`config.mk`:
```
export PLATFORM = sky130hd
export DESIGN_NAME = tone_sequencer
export DESIGN_NICKNAME = d
export VERILOG_FILES = /design/src/rtl/tone_sequencer.sv
export SDC_FILE = /design/constraint.sdc
export NUM_CORES = 1
export LEC_CHECK = 0
export ABC_CLOCK_PERIOD_IN_PS = 4890
export CAP_MARGIN = 20
export CORE_MARGIN = 4
export CORE_UTILIZATION = 46
export CTS_CLUSTER_DIAMETER = 150
export DETAILED_ROUTE_END_ITERATION = 16
export GPL_ROUTABILITY_DRIVEN = 1
export SYNTH_ARGS = -nofsm -noshare
export SYNTH_HDL_FRONTEND = slang
export SYNTH_SLANG_ARGS = --single-unit
```
`constraint.sdc`:
```
create_clock -name clk_62p5mhz -period 4.89 [get_ports clk_62p5mhz]
set_input_delay 0.489 -clock clk_62p5mhz [delete_from_list [all_inputs] [get_ports clk_62p5mhz]]
set_output_delay 0.489 -clock clk_62p5mhz [all_outputs]
set_load 0.005 [all_outputs]
```
`src/rtl/tone_sequencer.sv`:
```
// Queued note player: buffers {duration, note} words and drives the buzzer mode
// input for an exact number of prescaler ticks per note, with an optional silent gap.
module tone_sequencer #(
    parameter int DEPTH     = 16,
    parameter int TICK_DIV  = 625000,
    parameter int GAP_TICKS = 1
) (
    input  logic                   clk_62p5mhz,
    input  logic                   reset,
    input  logic                   wr_en,
    input  logic [15:0]            wr_data,
    input  logic                   clr,
    output logic [7:0]             mode,
    output logic [$clog2(DEPTH):0] level,
    output logic                   full,
    output logic                   empty,
    output logic                   playing,
    output logic                   overflow
);

    localparam int AW       = $clog2(DEPTH);
    localparam int PW       = (TICK_DIV > 1) ? $clog2(TICK_DIV) : 1;
    localparam int GW       = (GAP_TICKS > 1) ? $clog2(GAP_TICKS + 1) : 1;
    localparam bit HAS_GAP  = (GAP_TICKS > 0);

    localparam logic [1:0] S_IDLE = 2'd0;
    localparam logic [1:0] S_LOAD = 2'd1;
    localparam logic [1:0] S_PLAY = 2'd2;
    localparam logic [1:0] S_GAP  = 2'd3;

    localparam logic [AW-1:0] PTR_ONE  = 1;
    localparam logic [AW:0]   LVL_ONE  = 1;
    localparam logic [AW:0]   LVL_FULL = DEPTH[AW:0];
    localparam logic [PW-1:0] PRESC_TOP = PW'(TICK_DIV - 1);
    localparam logic [GW-1:0] GAP_INIT = GW'(GAP_TICKS);
    localparam logic [GW-1:0] GAP_ONE  = 1;

    logic [15:0]   r_mem [DEPTH];
    logic [AW-1:0] r_wptr;
    logic [AW-1:0] r_rptr;
    logic [AW:0]   r_level;
    logic          r_overflow;
    logic [1:0]    r_state;
    logic [7:0]    r_mode;
    logic [7:0]    r_remain;
    logic [GW-1:0] r_gap;
    logic [PW-1:0] r_presc;

    logic          w_full;
    logic          w_empty;
    logic          w_push;
    logic          w_pop;
    logic          w_tick;
    logic [15:0]   w_head;
    logic [7:0]    w_dur;
    logic          w_note_end;
    logic          w_gap_end;
    logic          w_presc_zero;

    assign w_full       = (r_level == LVL_FULL);
    assign w_empty      = (r_level == '0);
    assign w_push       = wr_en && !w_full && !clr;
    assign w_pop        = (r_state == S_LOAD) && !w_empty;
    assign w_tick       = (r_presc == PRESC_TOP);
    assign w_head       = r_mem[r_rptr];
    assign w_dur        = (w_head[15:8] == 8'd0) ? 8'd1 : w_head[15:8];
    assign w_note_end   = (r_state == S_PLAY) && w_tick && (r_remain == 8'd1);
    assign w_gap_end    = (r_state == S_GAP) && w_tick && (r_gap == GAP_ONE);
    // Restart the prescaler whenever a timed interval begins so its length is exact.
    assign w_presc_zero = (r_state == S_LOAD) || (w_note_end && HAS_GAP);

    always_ff @(posedge clk_62p5mhz) begin
        if (w_push) begin
            r_mem[r_wptr] <= wr_data;
        end
    end

    always_ff @(posedge clk_62p5mhz) begin
        if (reset || clr) begin
            r_wptr     <= '0;
            r_rptr     <= '0;
            r_level    <= '0;
            r_overflow <= 1'b0;
        end else begin
            if (w_push) r_wptr <= r_wptr + PTR_ONE;
            if (w_pop)  r_rptr <= r_rptr + PTR_ONE;
            case ({w_push, w_pop})
                2'b10:   r_level <= r_level + LVL_ONE;
                2'b01:   r_level <= r_level - LVL_ONE;
                default: r_level <= r_level;
            endcase
            if (wr_en && w_full) r_overflow <= 1'b1;
        end
    end

    always_ff @(posedge clk_62p5mhz) begin
        if (reset || clr) begin
            r_presc <= '0;
        end else if (w_presc_zero || w_tick) begin
            r_presc <= '0;
        end else begin
            r_presc <= r_presc + PW'(1);
        end
    end

    always_ff @(posedge clk_62p5mhz) begin
        if (reset || clr) begin
            r_state  <= S_IDLE;
            r_mode   <= 8'd0;
            r_remain <= 8'd0;
            r_gap    <= '0;
        end else begin
            case (r_state)
                S_IDLE: begin
                    r_mode <= 8'd0;
                    if (!w_empty) r_state <= S_LOAD;
                end
                S_LOAD: begin
                    r_mode   <= w_head[7:0];
                    r_remain <= w_dur;
                    r_state  <= S_PLAY;
                end
                S_PLAY: begin
                    if (w_tick) r_remain <= r_remain - 8'd1;
                    if (w_note_end) begin
                        if (HAS_GAP) begin
                            r_mode  <= 8'd0;
                            r_gap   <= GAP_INIT;
                            r_state <= S_GAP;
                        end else if (!w_empty) begin
                            r_state <= S_LOAD;
                        end else begin
                            r_mode  <= 8'd0;
                            r_state <= S_IDLE;
                        end
                    end
                end
                S_GAP: begin
                    if (w_tick) r_gap <= r_gap - GAP_ONE;
                    if (w_gap_end) r_state <= w_empty ? S_IDLE : S_LOAD;
                end
                default: r_state <= S_IDLE;
            endcase
        end
    end

    assign mode     = r_mode;
    assign level    = r_level;
    assign full     = w_full;
    assign empty    = w_empty;
    assign playing  = (r_state != S_IDLE);
    assign overflow = r_overflow;

endmodule
```
==> summary.txt <==
Yosys
  • Synthesized instance count: 738
  • Mux share of post-synthesis cell area: 12.8%
  • Syn Area/Cell: 16.9 um2
  • Post-synth net total: 776
  • Main combinational cell family by area after synthesis: multiplexers
  • Top post-synthesis cells by area: edfxtp_1 (62%), mux4_2 (11%), dfxtp_1 (9.1%)
  • Post-synth EDFFs: 256
  • Ys flop type: edfxtp_1
  • Dominant cell type by area after synthesis: edfxtp_1
  • Post-synth ARST share: 0%
  • Top cell type's share of synthesized area: 61.6%
  • Most common cell in the synthesized netlist: edfxtp_1
  • Synthesis-stage register bit count: 313
  • Synth Area in Compound Gates: 4.95%
  • Post-Synth XOR/XNOR Area: 2.03%
  • Post-Synth Simple-Gate Area: 6.08%
  • Yosys warns: 0
  • Adder-Cell Fraction of Synth Area: 1.80%
  • Mapped cell area: 0.0125 mm2
  • Most common library cells after synthesis: edfxtp_1 (256), nor2_1 (69), mux4_2 (63)
  • Yosys cell types: 50
  • Sequential element share of the synthesized area: 70.7%

Clock tree
  • Clock transition at the registers of the reported paths: 0.06 ns
  • Number of buffers created by CTS: 31
  • Worst skew pair latency: 0.56 ns
  • CTS tree: built
  • Post-CTS Setup Inserts: 0
  • Post-CTS sizing: 0
  • H-tree lvl count: 1
  • Clock root buffer: clkbuf_16
  • CTS sink cnt: 313
  • Post-CTS Hold Buffers: 0
  • Maximum clock path buffer count: 3

Hold path
  • Hold Crit Class: flip-flop to flip-flop

Floorplan
  • Starting density of the core: 46.6%
  • Core area: 0.0268 mm2
  • Boundary Pins: 37
  • Die Height: 173 um
  • Die width: 173 um
  • Area of the die: 0.0298 mm2
  • Row Count: 60

Cells and area
  • Nets: 836
  • Number of fill cells: 2079
  • N_diodes: 0
  • Post-route cell area: 0.0145 mm2
  • Proportion of layout cells with a drive suffix above 1: 19.4%
  • Area grow syn2layout: 15.9%

Pwr
  • Switching share of power: 19.4%
  • Int Power: 4.32 mW
  • Combinational share of power: 2.1%
  • Clock Power Share: 43.8%
  • Power per Cell Area: 370 mW/mm2
  • P_sw: 1.04 mW
  • Total Power: 5.35 mW
  • Sequential share of power: 54.1%
  • Static Leak: 4.61 nW
  • Worst VDD drop: 0.264 mV

Timing
  • Fmax: 0.264 GHz
  • Final Hold Fails: 0
  • Count of pins over their slew limit: 0
  • Final Cycle Share: 77.5%
  • Final setup TNS: 0 ns
  • Final setup fails: 0
  • WHS: 0.481 ns
  • Final Critical Period: 3.79 ns
  • Tightest Pin Transition: 1.14 ns
  • Worst rel slew slack: 23.9%
  • Clock Skews: 0.0180 ns
  • RSZ-0062 raised after global routing: false

Routing
  • Detailed Routing Iterations Pass 1: 5
  • Final ANT Viol Nets: 0
  • Post-detailed-route DRC marker count: 0
  • Initial drt markers: 572
  • Total routed wirelength: 25.8 mm
  • DR vias: 6692
  • Post-DR wirelength/cell: 22.2 um
  • Vias per cell: 5.75

GRT
  • Initial antenna violation count: 0
  • Vias in the first global route: 6809
  • Gr usage total: 17.1%
  • First-pass GRT wire length: 39.9 mm
  • Total gr overflow: 0
  • Largest net degree at the start of global routing: 44

Placed design
  • Placer Congestion: 0.788
  • I/O Buffers: 36
  • Dpl hpwl: 15.9 mm
  • Placed Instance Area: 0.0134 mm2

Critical path
  • Nature of the critical path startpoint: flip-flop
  • CP Buf/Inv Count: 1
  • CP peak stage delay: 0.59 ns
  • CP Capture Type: flip-flop
  • Req. time, crit path: 5.37 ns
  • Crit-path cells: or4_1, o21ai_0, nor2_1, inv_1, ha_1, xor2_1, ha_1, a21boi_0, o22a_1, a21oi_1, xor2_1, or3_1, a21oi_1
  • Max FO, Critical Path: 9
  • WP data arrival: 4.26 ns
  • Critical path class: flip-flop to flip-flop
  • Kind of cell adding the most delay to the critical path: simple AND/OR/NAND/NOR gates
  • Slowest CP cell: or4_1

Flow run
  • Max-cap viol count: 0

Outcome
  • Status: complete, no violations
## registers in the layout (all words and copies together), names as in the netlist, named ones only
| signal | count |
|---|---|
| r_rptr | 4 |
| level | 5 |
| overflow | 1 |
| mode | 8 |
| r_gap | 1 |
| r_wptr | 4 |
| r_presc | 20 |
| r_mem | 256 |
| r_remain | 8 |
| r_state | 2 |
## cells in the final DEF (no fill, tap or decap), drive strengths merged, types with 2 or more instances in the layout
cell type,synthesis,final
a211oi,11,11
a21boi,2,2
a21oi,22,22
a221oi,3,3
a22o,12,12
a22oi,10,10
a31oi,5,5
and2,2,2
and3,10,10
buf,17,24
clkbuf,17,49
clkdlybuf4s50,0,36
clkinv,0,7
dfxtp,57,57
edfxtp,256,256
ha,18,18
inv,16,17
mux2i,18,18
mux4,63,63
nand2,23,23
nand2b,5,5
nand3,7,7
nand4,6,6
nor2,69,69
nor2b,12,12
nor3,10,10
nor4,2,2
nor4b,2,2
o21ai,12,12
o31a,3,3
or3,5,5
or4,2,2
xnor2,12,12
xor2,17,17
## final timing paths
| path | cells after the start | end | slack [ns] | start |
|---|---|---|---|---|
| worst max-delay path | 13 | level[4]$_SDFFE_PP0P_ | 1.10 | level[1]$_SDFFE_PP0P_ |
| worst min-delay path | 1 | mode[1]$_SDFFE_PP0P_ | 0.48 | mode[1]$_SDFFE_PP0P_ |
| worst max register to register | 13 | level[4]$_SDFFE_PP0P_ | 1.10 | level[1]$_SDFFE_PP0P_ |
| worst min register to register | 1 | mode[1]$_SDFFE_PP0P_ | 0.48 | mode[1]$_SDFFE_PP0P_ |
## per-stage QoR
| step | utilization, % | worst slack, ns | instances |
|---|---|---|---|
| floorplan | - | 1.47 | 738 |
| global placement | 49.7 | 1.35 | 1098 |
| detailed placement | 49.9 | 1.20 | 1101 |
| CTS | 53.7 | 1.18 | 1159 |
| global route | 54.0 | 0.782 | 1164 |
| finish | 54.0 | 1.10 | 1164 |
## kinds of logic after synthesis
kind of cell             after synthesis
AO/OA/AOI/OAI                         88
buffers and inverters                 50
flip-flops                           313
adder cells (fa/ha/maj)               18
multiplexers                          81
AND/OR/NAND/NOR                      159
XOR/XNOR                              29
## metal layers
| metal | vias to the layer above | wire [um] | track usage [%] | share of wire [%] |
|---|---|---|---|---|
| li1 | 3010 | - | - | - |
| met1 | 3441 | 11100 | 23.2 | 43 |
| met2 | 188 | 12800 | 29.2 | 49 |
| met3 | 53 | 1170 | 2.47 | 4.5 |
| met4 | 0 | 806 | 5.22 | 3.1 |
| met5 | - | 0 | 0 | 0 |
## power groups by stage
stage	Clock [mW]	Combinational, mW	Sequential, mW
floorplan	0	0.0473	2.95
global placement	0	0.106	2.95
finish	2.35	0.110	2.90
global route	2.51	0.121	2.90
detailed placement	0	0.111	2.95
CTS	2.40	0.111	2.90
## cell type report
| cell class | instances | area, um2 | share of cell area [%] |
|---|---|---|---|
| Tap cell | 341 | 427 | 2.95 |
| Multi-Input combinational cell | 375 | 3500 | 24.2 |
| Clock buffer | 48 | 945 | 6.53 |
| Sequential cell | 313 | 8830 | 61.0 |
| Inverter | 16 | 60.1 | 0.415 |
| Clock inverter | 10 | 92.6 | 0.640 |
| Timing Repair Buffer | 61 | 613 | 4.24 |
Power figures use the tool's default switching activity.
